## src/rtl/pipe_pkg.sv

```systemverilog
// pipe_pkg: shared pipeline stage indices, register constants and hazard cause encoding.
package pipe_pkg;
  localparam int FE_STAGE = 0;
  localparam int DE_STAGE = 1;
  localparam int EX_STAGE_DEF = 2;
  localparam int ME_STAGE = 3;
  localparam int REG_W_DEF = 5;
  localparam int REG_ZERO = 0;
  typedef enum logic [1:0] {CAUSE_NONE, CAUSE_EXT, CAUSE_REDIRECT, CAUSE_LOADUSE} cause_e;
endpackage

```

## src/rtl/pipe_load_scoreboard.sv

```systemverilog
// pipe_load_scoreboard: shift register of loads that left EX but cannot yet forward, with per-source match.
module pipe_load_scoreboard
  import pipe_pkg::*;
#(
  parameter int DEPTH = 1,
  parameter int REG_W = REG_W_DEF
)(
  input  logic             clk,
  input  logic             reset,
  input  logic             shift,
  input  logic             ld_valid,
  input  logic [REG_W-1:0] ld_dst,
  input  logic [REG_W-1:0] src_a,
  input  logic [REG_W-1:0] src_b,
  output logic             hit_a,
  output logic             hit_b
);
  logic [DEPTH-1:0] vld;
  logic [REG_W-1:0] dst [DEPTH];
  always_ff @(posedge clk or negedge reset) begin
    if (!reset) begin
      vld <= '0;
      for (int i = 0; i < DEPTH; i++) dst[i] <= '0;
    end else if (shift) begin
      vld[0] <= ld_valid;
      dst[0] <= ld_dst;
      for (int i = 1; i < DEPTH; i++) begin
        vld[i] <= vld[i-1];
        dst[i] <= dst[i-1];
      end
    end
  end
  always_comb begin
    hit_a = 1'b0;
    hit_b = 1'b0;
    for (int i = 0; i < DEPTH; i++) begin
      hit_a = hit_a | (vld[i] && dst[i] == src_a);
      hit_b = hit_b | (vld[i] && dst[i] == src_b);
    end
  end
endmodule

```

## src/rtl/pipe_hazard_ctl.sv

```systemverilog
// pipe_hazard_ctl: per-stage stall/flush controller for external holds, EX redirects and multi-cycle load-use.
// Define PIPE_HAZARD_CTL_PERF_EN to build the saturating perf counters; otherwise they read as zero.
module pipe_hazard_ctl
  import pipe_pkg::*;
#(
  parameter int NUM_STAGES = 5,
  parameter int EX_STAGE   = EX_STAGE_DEF,
  parameter int LOAD_LAT   = 1,
  parameter int REG_W      = REG_W_DEF
)(
  input  logic                  clk,
  input  logic                  reset,
  input  logic [NUM_STAGES-1:0] ext_stall,
  input  logic                  redirect_ex,
  input  logic                  ex_valid,
  input  logic                  ex_is_load,
  input  logic [REG_W-1:0]      ex_dst,
  input  logic                  dec_valid,
  input  logic [REG_W-1:0]      dec_rs,
  input  logic [REG_W-1:0]      dec_rt,
  input  logic                  dec_rs_use,
  input  logic                  dec_rt_use,
  output logic [NUM_STAGES-1:0] stall,
  output logic [NUM_STAGES-1:0] flush,
  output logic                  load_use,
  output logic [31:0]           perf_stall_cyc,
  output logic [31:0]           perf_flush_evt,
  output logic [31:0]           perf_lu_evt
);
  localparam logic [NUM_STAGES-1:0] REDIR_MASK = NUM_STAGES'((1 << (EX_STAGE + 1)) - 2);
  localparam logic [NUM_STAGES-1:0] LU_STALL = NUM_STAGES'((1 << (DE_STAGE + 1)) - 1);
  localparam logic [NUM_STAGES-1:0] LU_FLUSH = NUM_STAGES'(1 << (DE_STAGE + 1));
  logic [NUM_STAGES-1:0] stall_ext, flush_ext, stall_raw, flush_raw;
  logic ex_ld, redirect_take, chk_a, chk_b, sb_a, sb_b, hazard;
  cause_e cause;
  assign ex_ld = ex_valid && ex_is_load;
  // Everything at or below the oldest requester holds; the stage just past it gets a bubble.
  always_comb begin
    stall_ext = '0;
    flush_ext = '0;
    for (int k = 0; k < NUM_STAGES; k++) stall_ext[k] = |(ext_stall >> k);
    for (int k = 1; k < NUM_STAGES; k++) flush_ext[k] = ext_stall[k-1] && !stall_ext[k];
  end
  assign redirect_take = redirect_ex && !stall_ext[EX_STAGE];
  assign chk_a = dec_valid && dec_rs_use && dec_rs != REG_W'(REG_ZERO);
  assign chk_b = dec_valid && dec_rt_use && dec_rt != REG_W'(REG_ZERO);
  assign hazard = (chk_a && ((ex_ld && ex_dst == dec_rs) || sb_a)) ||
                  (chk_b && ((ex_ld && ex_dst == dec_rt) || sb_b));
  // Decode is owned by the first applicable cause: older holds, then a taken redirect, then load-use.
  assign cause = !reset                ? CAUSE_NONE :
                 stall_ext[DE_STAGE]   ? CAUSE_EXT :
                 redirect_take         ? CAUSE_REDIRECT :
                 hazard                ? CAUSE_LOADUSE : CAUSE_NONE;
  assign load_use = cause == CAUSE_LOADUSE;
  assign stall_raw = stall_ext | (load_use ? LU_STALL : '0);
  assign flush_raw = flush_ext | (redirect_take ? REDIR_MASK : '0) | (load_use ? LU_FLUSH : '0);
  assign flush = reset ? flush_raw : '1;
  assign stall = reset ? stall_raw & ~flush_raw : '0;
  if (LOAD_LAT > 1) begin : g_sb
    pipe_load_scoreboard #(.DEPTH(LOAD_LAT - 1), .REG_W(REG_W)) u_sb (
      .clk(clk),
      .reset(reset),
      .shift(!stall_ext[EX_STAGE]),
      .ld_valid(ex_ld && ex_dst != REG_W'(REG_ZERO)),
      .ld_dst(ex_dst),
      .src_a(dec_rs),
      .src_b(dec_rt),
      .hit_a(sb_a),
      .hit_b(sb_b)
    );
  end else begin : g_nosb
    assign sb_a = 1'b0;
    assign sb_b = 1'b0;
  end
`ifdef PIPE_HAZARD_CTL_PERF_EN
  logic lu_q;
  always_ff @(posedge clk or negedge reset) begin
    if (!reset) begin
      lu_q <= 1'b0;
      perf_stall_cyc <= '0;
      perf_flush_evt <= '0;
      perf_lu_evt <= '0;
    end else begin
      lu_q <= load_use;
      if (stall[FE_STAGE] && ~&perf_stall_cyc) perf_stall_cyc <= perf_stall_cyc + 32'd1;
      if (redirect_take && ~&perf_flush_evt) perf_flush_evt <= perf_flush_evt + 32'd1;
      if (load_use && !lu_q && ~&perf_lu_evt) perf_lu_evt <= perf_lu_evt + 32'd1;
    end
  end
`else
  logic unused_clk;
  assign unused_clk = clk;
  assign perf_stall_cyc = '0;
  assign perf_flush_evt = '0;
  assign perf_lu_evt = '0;
`endif
endmodule

```

## config.mk

```make
export PLATFORM = sky130hd
export DESIGN_NAME = pipe_hazard_ctl
export DESIGN_NICKNAME = d
export VERILOG_FILES = /design/src/rtl/pipe_pkg.sv /design/src/rtl/pipe_load_scoreboard.sv /design/src/rtl/pipe_hazard_ctl.sv
export SDC_FILE = /design/constraint.sdc
export NUM_CORES = 1
export LEC_CHECK = 0
export CAP_MARGIN = 20
export CORE_UTILIZATION = 29
export DETAILED_ROUTE_END_ITERATION = 7
export GPL_TIMING_DRIVEN = 0
export PLACE_DENSITY = 0.91
export SYNTH_ARGS = -nofsm -noshare
export SYNTH_HDL_FRONTEND = slang
export SYNTH_SLANG_ARGS = --single-unit
```

## constraint.sdc

```tcl
create_clock -name vclk -period 3.8
set_input_delay 0.76 -clock vclk [all_inputs]
set_output_delay 0.76 -clock vclk [all_outputs]
set_load 0.02 [all_outputs]
```

* Yosys cells after proc, flatten, opt, wreduce, memory -nomap -nowiden *
Index checks and enable logic that the tools add are counted.

word-level totals
  register bits = 0
  input bits = 28
  output and inout bits = 107
  word-level logic and storage cells = 42

operators by class
  eq/ne operators = 3
  muxes and demuxes = 9
  bitwise logic cells = 5
  reductions and logical operators = 25

operator list
  operator              number
  $logic_and A1 B1 Y1   14
  $eq A5 B5 Y1          2
  $mux W2               5
  $mux W5               2
  $reduce_bool A5 Y1    2
  $mux W3               2
  $and A5 B5 Y5         1
  $not A5 Y5            1
  $or A5 B2 Y5          1
  $or A5 B3 Y5          1
  $or A5 B5 Y5          1
  $reduce_or A5 Y1      1
  $logic_not A1 Y1      4
  $reduce_or A4 Y1      1
  $reduce_or A3 Y1      1
  $eq A2 B2 Y1 const B  1
  $reduce_or A2 Y1      1
  $logic_or A1 B1 Y1    1

* Longest topological paths before layout *
Gate-level depths: netlist of run 1.

  word-level depth = 14
  mapped depth = 5
  gate-level depth less buffers = 5

* Least setup slack after synthesis of run 1 *
Ideal clock, no wire load.

  path kind = in2out
  start = input dec_rs[0]
  end = output flush[2]
  arrival = 1966 ps
  required time = 3040 ps
  slack = 1074 ps
  cell stages on the path = 5
  buffers on the path = 0
  cell sequence = or4_1 -> a21oi_2 -> nor4b_1 -> a32oi_1 -> a21oi_1

on the way
  cells in the longest elaborated chain, start to end = 12
  elaborated cells on any way between the ends = 14
  those cells by class = eq/ne: 2; mux: 6; bitwise: 1; reduce/logical: 5

RTL lines
  item                                                       line                                          RTL
  from (decl)                                                pipe_hazard_ctl.sv:19                         input logic [REG_W-1:0] dec_rs,
  $eq A5 B5 Y1 / $reduce_bool A5 Y1 (equally long branches)  pipe_hazard_ctl.sv:47, pipe_hazard_ctl.sv:45
  $logic_and A1 B1 Y1, on equally long branches              pipe_hazard_ctl.sv:47, pipe_hazard_ctl.sv:45
  $logic_and A1 B1 Y1 *                                      pipe_hazard_ctl.sv:47                         assign hazard = (chk_a && ((ex_ld && ex_dst == dec_rs) || sb_a)) ||
  $logic_or A1 B1 Y1 *                                       pipe_hazard_ctl.sv:47
  $mux W2 *                                                  pipe_hazard_ctl.sv:53                         hazard ? CAUSE_LOADUSE : CAUSE_NONE;
  $mux W2 *                                                  pipe_hazard_ctl.sv:52                         redirect_take ? CAUSE_REDIRECT :
  $mux W2 *                                                  pipe_hazard_ctl.sv:51                         stall_ext[DE_STAGE] ? CAUSE_EXT :
  $mux W2 *                                                  pipe_hazard_ctl.sv:50                         assign cause = !reset ? CAUSE_NONE :
  $eq A2 B2 Y1 *                                             pipe_hazard_ctl.sv:54                         assign load_use = cause == CAUSE_LOADUSE;
  $mux W3 *                                                  pipe_hazard_ctl.sv:56                         assign flush_raw = flush_ext | (redirect_take ? REDIR_MASK : '0) | (load_use ? LU_FLUSH : '0);
  $or A5 B5 Y5 *                                             pipe_hazard_ctl.sv:56
  $mux W5 *                                                  pipe_hazard_ctl.sv:57                         assign flush = reset ? flush_raw : '1;
  to (decl)                                                  pipe_hazard_ctl.sv:24                         output logic [NUM_STAGES-1:0] flush,

Every way passes the cells marked *; elsewhere a longest branch is shown, timed or not.

* Final worst setup path of run 1 *
  start = input ex_dst[4]
  end = output stall[1]

on the way
  cells in the longest elaborated chain, start to end = 13
  elaborated cells on any way between the ends = 16
  those cells by class = eq/ne: 3; mux: 6; bitwise: 2; reduce/logical: 5

RTL lines
  item                                                        line                                          RTL
  from (decl)                                                 pipe_hazard_ctl.sv:17                         input logic [REG_W-1:0] ex_dst,
  $eq A5 B5 Y1, on equally long branches                      pipe_hazard_ctl.sv:47, pipe_hazard_ctl.sv:48
  $logic_and A1 B1 Y1, on equally long branches (2 in a row)  pipe_hazard_ctl.sv:47, pipe_hazard_ctl.sv:48
  $logic_or A1 B1 Y1 *                                        pipe_hazard_ctl.sv:47
  $mux W2 *                                                   pipe_hazard_ctl.sv:53
  $mux W2 *                                                   pipe_hazard_ctl.sv:52
  $mux W2 *                                                   pipe_hazard_ctl.sv:51
  $mux W2 *                                                   pipe_hazard_ctl.sv:50
  $eq A2 B2 Y1 *                                              pipe_hazard_ctl.sv:54
  $mux W2 *                                                   pipe_hazard_ctl.sv:55                         assign stall_raw = stall_ext | (load_use ? LU_STALL : '0);
  $or A5 B2 Y5 *                                              pipe_hazard_ctl.sv:55
  $and A5 B5 Y5 *                                             pipe_hazard_ctl.sv:58                         assign stall = reset ? stall_raw & ~flush_raw : '0;
  $mux W5 *                                                   pipe_hazard_ctl.sv:58
  to (decl)                                                   pipe_hazard_ctl.sv:23                         output logic [NUM_STAGES-1:0] stall,

Marks and branches as above.

==> results of run 1 <==
==> synthesized netlist by cell type (all sizes together) <==
master / number
a21oi: 2
a31oi: 1
a32oi: 1
and2: 1
buf: 96
conb: 1
inv: 4
nand2: 7
nand2b: 4
nand3: 3
nand4: 3
nor2: 5
nor3: 3
nor4: 3
nor4b: 1
o211ai: 1
o21ai: 3
o21bai: 1
o31ai: 1
or2b: 3
or4: 1
xnor2: 5
xor2: 1
==> layer usage <==
layer	wire [microns]	share of wire (%)	vias up	global-route usage [%]
met4	0	0	0	0
met1	611	27	437	6.40
met2	1310	58	75	24.0
li1	-	-	568	-
met3	322	14	0	0.621
met5	0	0	-	0
==> timing repair <==
action / in CTS / in global routing
gates resized for setup: 0 / 0
endpoints found under the hold margin: 0 / 0
setup endpoints to repair: 1 / 0
buffers inserted: 1 / 0
==> path summary, 6_finish.rpt <==
kind,cells past startpoint,endpoint,startpoint,slack (ns)
worst max-delay path,8,stall[1],ex_dst[4],0.07
worst min-delay path,4,flush[3],ext_stall[2],2.57
==> power breakdown <==
| part | internal (mW) | switching [mW] | total [mW] |
|---|---|---|---|
| registers | 0 | 0 | 0 |
| clock network | 0 | 0 | 0 |
| logic | 0.114 | 0.131 | 0.245 |
| total | 0.114 | 0.131 | 0.245 |
==> layout make-up <==
cell class / instances / area, sq um / share of cell area (%)
Timing Repair Buffer: 39 / 388 / 21.0
Inverter: 4 / 15.0 / 0.813
Buffer: 96 / 721 / 39.0
Multi-Input combinational cell: 146 / 666 / 36.0
Tap cell: 46 / 57.6 / 3.12
==> through the flow <==
step           util (%)  total power [mW]  instance area, sq um  std cells  setup TNS (ns)
2_1_floorplan         -             0.190                  1400        246               0
3_5_place_dp       54.3             0.240                  1840        330        -0.00580
6_report           54.5             0.245                  1850        331               0
4_1_cts            54.5             0.241                  1850        331               0
5_1_grt            54.5             0.266                  1850        331               0
3_3_place_gp       54.3             0.239                  1840        330        -0.00113
==> kinds of logic (layout without fill, tap and decap cells) <==
group	after synthesis	in the layout
other	1	96
XOR/XNOR	6	6
buffers and inverters	100	139
AO/OA/AOI/OAI	10	10
AND/OR/NAND/NOR	34	34
==> out/results.txt, run 1 <==
HPWL Detailed: 2180 microns
Most common cell after layout, fill and taps aside: buf_4
Final setup margin: 0.0686 ns
Syn Area/Cell: 6.92 sq um
Area leader, netlist: buf_4
Pwr per Cell Area: 133 mW/mm^2
Most frequent cells in the layout: 97 x buf_4, 96 x conb_1, 38 x clkdlybuf4s50_1
Initial core utilization: 30.8%
Ant diodes: 0
Core ar.: 0.00339 sq mm
Final sequential cell count: 0
Placer congestion estimate: 0.671
Synth Instances: 151
Largest net degree at the start of global routing: 9
I/O pins: 135
Simple logic cell fraction of the synthesized area: 17.8%
Crit path kind: in -> out
Vias in the first global route: 742
Worst Path Required: 3.04 ns
Seq. cell area: 0 sq um
Nets@finish: 315
Crit-path leading delay family: buffers and inverters
Most numerous cell on the critical path: clkdlybuf4s50_1
# clk buffers: 0
DRC: 0
Overall Global Routing Usage: 9.11%
CP peak stage delay: 0.64 ns
Leak Pwr: 1.10 nW
Crit. End Element: primary output
Port bufs: 38
Crit path max fanout: 4
Mux contribution to synthesized area: 0%
Hold Path Class: in -> out
Std-Cell Rows: 21
Adder-cell share of the synthesized area: 0%
Max-cap violations: 0
Main area contributors after synthesis: buf_4 69%, xnor2_1 4.2%, nand2_1 2.5%
CP max-delay cell: clkdlybuf4s50_1
Sequential area share after synthesis: 0%
Die area: 0.00385 sq mm
Via count: 1,080
Post-synth top area share: 69.0%
Final hold slack: 2.57 ns
Final-layout fill cell count: 328
Critical path launch point type: input pin
Post-synthesis compound-gate area fraction: 6.35%
Hold Vio Cnt, Final: 0
Area delta synth->final: 76.8%
Die height: 62.0 microns
Worst VDD drop: 0.0000677 V
Fin crit share: 98.2%
Number of DRC markers in iteration 0: 16
Fmax: 268 MHz
Via-per-instance ratio: 3.26
Drt first pass iters: 3
# setup viols final: 0
Total grt overflow: 0
CP arrival: 2.97 ns
Global-route wire length before repair: 2700 microns
Chip Width: 62.0 microns
Worst-path cell chain: clkdlybuf4s50_1 > or2b_2 > nand4_1 > nor4b_1 > a32oi_1 > buf_4 > o31ai_1 > clkdlybuf4s50_1
Post-CTS Hold Fix Bufs: 0
Routed WL per cell: 6.76 microns
Synth warn: 0
DP Worst Slack: -0.00580 ns
Post-synth cell types: 25
Total wire length: 2240 microns
Fin crit period: 3.73 ns
Routed Antenna Nets: 0
Unrepaired setup endpoints after global routing: no
Status: completed
Layout cell share with drive strength beyond 1: 35.4%
Largest family of logic cells by synthesized area: buffers and inverters
Synthesized area: 0.00104 sq mm
Slew Limit Fails: 0
WP buf/inv: 3
Initial antenna violation count: 0
Synth Area in XOR/XNOR: 5.03%
Note: power is estimated with default switching activity, not from simulation.
==> inputs of run 2 (changes only) <==
--- a/config.mk
+++ b/config.mk
@@ -6,10 +6,12 @@
 export NUM_CORES = 1
 export LEC_CHECK = 0
 export CAP_MARGIN = 20
+export CORE_MARGIN = 8
 export CORE_UTILIZATION = 29
 export DETAILED_ROUTE_END_ITERATION = 7
 export GPL_TIMING_DRIVEN = 0
 export PLACE_DENSITY = 0.91
 export SYNTH_ARGS = -nofsm -noshare
 export SYNTH_HDL_FRONTEND = slang
+export SYNTH_HIERARCHICAL = 1
 export SYNTH_SLANG_ARGS = --single-unit
==> out/results.txt, run 2 <==
# setup viols final: 0 (unchanged)
Vias in the first global route: 1,063 (+43%)
Final-layout fill cell count: 334 (+1.8%)
Post-CTS Hold Fix Bufs: 0 (unchanged)
DP Cell Count: 332 (+0.61%)
Port bufs: 38 (unchanged)
Placer congestion estimate: 0.757 (+13%)
Synth Instances: 151 (unchanged)
Crit. End Element: primary output
P_sw: 0.136 mW (+3.2%)
Hold path start: ext_stall[0]
Clock power frac: 0% (unchanged)
Fmax: 275 MHz (+2.7%)
Routed Antenna Nets: 0 (unchanged)
HPWL Detailed: 3150 microns (+45%)
Count leader, synth: buf_4
Drt first pass iters: 2 (-1)
Initial core utilization: 29.4% (-1.4 points)
Overall Global Routing Usage: 9.77% (+0.66 points)
Ant diodes: 0 (unchanged)
Most frequent cells in the layout: 97 x buf_4, 96 x conb_1, 35 x clkdlybuf4s50_1
Non-Filler Instances: 333 (+0.60%)
Fin crit period: 3.63 ns (-0.0977 ns)
CP startpoint: ex_dst[3]
Nets@finish: 315 (unchanged)
Die area: 0.00578 sq mm (+50%)
Worst hold path stage count: 3 (-1)
# clk buffers: 0 (unchanged)
Leak Pwr: 1.13 nW (+2.7%)
Largest net degree at the start of global routing: 9 (unchanged)
Total grt overflow: 0 (unchanged)
Crit path kind: in -> out
Synthesized area: 0.00104 sq mm (unchanged)
Comb pwr share: 100.0% (about the same)
Slew Limit Fails: 0 (unchanged)
Crit path max fanout: 3 (-1)
Post-synth cell types: 25 (unchanged)
Total wire length: 3210 microns (+44%)
Main area contributors after synthesis: buf_4 69%, xnor2_1 4.2%, nand2_1 2.5%
Hold Path Class: in -> out
CP peak stage delay: 0.65 ns (about the same)
Pwr per Cell Area: 134 mW/mm^2 (+1.0%)
Post-synth top cells: 96 x buf_4, 7 x nand2_1, 5 x nor2_1, 5 x xnor2_1
DP Worst Slack: -0.0360 ns (-0.0302 ns)
Sequential power share: 0% (unchanged)
Initial antenna violation count: 0 (unchanged)
Syn Area/Cell: 6.92 sq um (unchanged)
Final sequential cell count: 0 (unchanged)
Die height: 76.0 microns (+23%)
Chip Width: 76.0 microns (+23%)
CP arrival: 2.87 ns (-0.10 ns)
Total Neg Setup Slack: 0 ns (unchanged)
I/O pins: 135 (unchanged)
Via-per-instance ratio: 3.21 (-1.6%)
Int Pwr: 0.113 mW (-0.34%)
Area leader, netlist: buf_4
CP max-delay cell: clkdlybuf4s50_1
Seq. cell area: 0 sq um (unchanged)
Core ar.: 0.00355 sq mm (+4.8%)
Hold Vio Cnt, Final: 0 (unchanged)
DP Area: 0.00184 sq mm (+0.14%)
Fin crit share: 95.6% (-2.6 points)
Sequential area share after synthesis: 0% (unchanged)
Worst-path cell chain: clkdlybuf4s50_1 > xnor2_1 > nand4_1 > nor4_1 > a31oi_1 > nor3_1 > clkdlybuf4s50_1
Unrepaired setup endpoints after global routing: no
Number of DRC markers in iteration 0: 10 (-6)
Max-cap violations: 0 (unchanged)
Synth warn: 6 (+6)
DRC: 0 (unchanged)
Routed WL per cell: 9.65 microns (+43%)
Most common cell after layout, fill and taps aside: buf_4
Std-Cell Rows: 22 (+4.8%)
Status: completed
WP buf/inv: 2 (-1)
Switching Share: 54.5% (+0.87 points)
Global-route wire length before repair: 4860 microns (+80%)
Utilization after layout: 52.3% (-2.2 points)
Worst VDD drop: 0.0000622 V (-8.1%)
Via count: 1,069 (-1.0%)
Critical path launch point type: input pin
Most numerous cell on the critical path: clkdlybuf4s50_1
Post-synth top area share: 69.0% (unchanged)
Layout cell share with drive strength beyond 1: 35.4% (unchanged)
Worst Path Required: 3.04 ns (about the same)
Crit-path leading delay family: buffers and inverters
CP Depth: 7 (-1)
Final instance area: 0.00186 sq mm (+0.54%)
Area delta synth->final: 77.7%
Final setup margin: 0.166 ns (+0.0977 ns)
run 2: changes by cell type in the layout (fill, tap and decap cells not counted):
cell / previous run / this run
dlymetal6s2s_1: 0 / 3
clkdlybuf4s50_1: 38 / 35
run 2: final cells by class:
class	count	area [sq um]	area share, %
multi-input combinational	146	666	35.8
timing repair buffer	39	395	21.3
tap	48	60.1	3.23
buffer	96	721	38.8
inverter	4	15.0	0.809
run 2: per-layer routing:
layer | wire length (microns) | global-route usage [%] | share of wire, %
met1 | 1100 | 8.44 | 34
met2 | 1720 | 20.2 | 53
met3 | 394 | 4.72 | 12
met4 | 0 | 0.196 | 0
met5 | 0 | 0 | 0
run 2: power by group through the flow:
stage          Combinational [mW]  Sequential [mW]  Clock, mW
3_3_place_gp                0.240                0          0
4_1_cts                     0.242                0          0
6_report                    0.249                0          0
3_5_place_dp                0.242                0          0
2_1_floorplan               0.190                0          0
5_1_grt                     0.265                0          0
run 2: logic make-up (layout without fill, tap and decap cells):
logic type / after synthesis / in the layout / synth area share (%)
AO/OA/AOI/OAI: 10 / 10 / 6.35
XOR/XNOR: 6 / 6 / 5.03
other: 1 / 96 / 0.359
AND/OR/NAND/NOR: 34 / 34 / 17.8
buffers and inverters: 100 / 139 / 70.4
run 2: what timing repair did:
action / 4_1_cts / 5_1_grt
hold endpoints to repair: 0 / 0
resized for setup: 0 / 3
setup endpoints to repair: 1 / 3
pin swaps: 1 / 0
setup buffers: 1 / 0
run 2: path summary, 6_finish.rpt:
| path | to | slack (ns) |
|---|---|---|
| setup / recovery | load_use | 0.17 |
| hold / removal | stall[1] | 2.32 |
run 2: per-stage QoR:
step	total power, mW	hold slack [ns]
finish	0.249	2.32
CTS	0.242	2.59
detailed placement	0.242	2.59
global route	0.265	2.35
global placement	0.240	2.59
floorplan	0.190	1.61
==> inputs of run 3 (changes only) <==
==> constraint.sdc (replaced) <==
create_clock -name vclk -period 4.55
set_input_delay 0.91 -clock vclk [all_inputs]
set_output_delay 0.91 -clock vclk [all_outputs]
set_load 0.02 [all_outputs]
==> out/results.txt, run 3 (synthesized netlist as in run 2, its figures left out) <==
DP Area: 0.00184 sq mm (unchanged)
Global-route wire length before repair: 4850 microns (-0.29%)
Critical path launch point type: input pin
Status: completed
Worst Path Required: 3.64 ns (+0.60 ns)
Total power: 0.208 mW (-16%)
Via-per-instance ratio: 3.18 (-0.92%)
Leak Pwr: 1.10 nW (-3.0%)
# setup viols final: 0 (unchanged)
Int Pwr: 0.0950 mW (-16%)
Unrepaired setup endpoints after global routing: no
Overall Global Routing Usage: 9.74% (-0.024 points)
Routed WL per cell: 9.62 microns (-0.29%)
Seq. cell area: 0 sq um (unchanged)
Die area: 0.00578 sq mm (unchanged)
Crit path kind: in -> out
P_sw: 0.113 mW (-17%)
Largest net degree at the start of global routing: 9 (unchanged)
Max-cap violations: 0 (unchanged)
CP arrival: 3.18 ns (+0.31 ns)
Pwr per Cell Area: 113 mW/mm^2 (-16%)
Total grt overflow: 0 (unchanged)
Crit. End Element: primary output
Routed Antenna Nets: 0 (unchanged)
Area delta synth->final: 76.3%
Chip Width: 76.0 microns (unchanged)
Port bufs: 38 (unchanged)
Clock power frac: 0% (unchanged)
Fin crit period: 4.09 ns
Nets@finish: 314 (-0.32%)
Total wire length: 3190 microns (-0.59%)
Top layer in use: met3
I/O pins: 135 (unchanged)
Final instance area: 0.00184 sq mm (-0.81%)
Die height: 76.0 microns (unchanged)
Placer congestion estimate: 0.757 (unchanged)
Final setup margin: 0.455 ns (+0.289 ns)
Via count: 1,056 (-1.2%)
Routed length on met1: 1080 microns (-1.7%)
Met3 WL: 404 microns (+2.5%)
Std-Cell Rows: 22 (unchanged)
DRC: 0 (unchanged)
DP Worst Slack: 0.414 ns (+0.450 ns)
Switching Share: 54.4% (-0.099 points)
Ant diodes: 0 (unchanged)
Layout cell share with drive strength beyond 1: 35.2% (-0.23 points)
Initial core utilization: 29.4% (unchanged)
# clk buffers: 0 (unchanged)
Worst VDD drop: 0.0000520 V (-17%)
Multi-input logic area: 666 sq um (unchanged)
Met2 WL: 1710 microns (-0.58%)
Slew Limit Fails: 0 (unchanged)
Vias in the first global route: 1,057 (-0.56%)
Initial antenna violation count: 0 (unchanged)
Comb pwr share: 100.0% (about the same)
Fin crit share: 90.0%
Most frequent cells in the layout: 96 x buf_4, 96 x conb_1, 38 x clkdlybuf4s50_1
Post-CTS Hold Fix Bufs: 0 (unchanged)
Number of DRC markers in iteration 0: 8 (-2)
Hold Vio Cnt, Final: 0 (unchanged)
Post-CTS Resized: 0 (unchanged)
Hold Path Class: in -> out
CP startpoint: dec_rs[0]
Core ar.: 0.00355 sq mm (unchanged)
Final-layout fill cell count: 338 (+1.2%)
Utilization after layout: 51.9% (-0.42 points)
Drt first pass iters: 2 (unchanged)
Total Neg Setup Slack: 0 ns (unchanged)
Sequential power share: 0% (unchanged)
Fmax: 244 MHz
HPWL Detailed: 3150 microns (unchanged)
CP endpoint: flush[2]
Crit path max fanout: 3 (unchanged)
Post-CTS Setup Repair Bufs: 0 (-1)
Final sequential cell count: 0 (unchanged)
run 3: cell count changes in the layout (fill, tap and decap cells not counted), sizes merged:
| cell | before | now |
|---|---|---|
| buf | 97 | 96 |
| dlymetal6s2s | 3 | 0 |
| clkdlybuf4s50 | 35 | 38 |
run 3: area by class of cell:
type	instances	share of cell area, %
timing repair buffer	38	20.7
inverter	4	0.815
multi-input combinational	146	36.1
tap	48	3.26
buffer	96	39.1
run 3: per-layer routing:
layer | vias to the layer above | GRT usage, %
li1 | 563 | -
met1 | 417 | 8.44
met2 | 76 | 20.1
met3 | 0 | 4.72
met4 | 0 | 0.196
met5 | - | 0
run 3: how the worst min path moves through the flow:
stage	start	endpoint	slack [ns]	depth (start not counted)
2_1_floorplan	reset	flush[0]	1.91	1
3_3_place_gp	ext_stall[2]	flush[3]	2.89	4
3_5_place_dp	ext_stall[2]	flush[3]	2.89	4
4_1_cts	ext_stall[2]	flush[3]	2.89	4
5_1_grt	ext_stall[2]	flush[3]	2.93	4
6_report	ext_stall[2]	flush[3]	2.89	4
run 3: power groups by stage:
stage | clock network [mW] | logic, mW | registers [mW]
global route | 0 | 0.222 | 0
floorplan | 0 | 0.159 | 0
finish | 0 | 0.208 | 0
CTS | 0 | 0.202 | 0
detailed placement | 0 | 0.202 | 0
global placement | 0 | 0.200 | 0
run 3: critical path, cell delays in order:
cell and delay (ns):
clkdlybuf4s50_1 0.44, or4_1 0.55, a21oi_2 0.17, nor4b_1 0.07
a32oi_1 0.34, a21oi_1 0.14, clkdlybuf4s50_1 0.57
run 3: stage by stage:
step / hold WS [ns] / std cells
2_1_floorplan: 1.91 / 246
3_3_place_gp: 2.89 / 332
3_5_place_dp: 2.89 / 332
4_1_cts: 2.89 / 332
5_1_grt: 2.93 / 332
6_report: 2.89 / 332
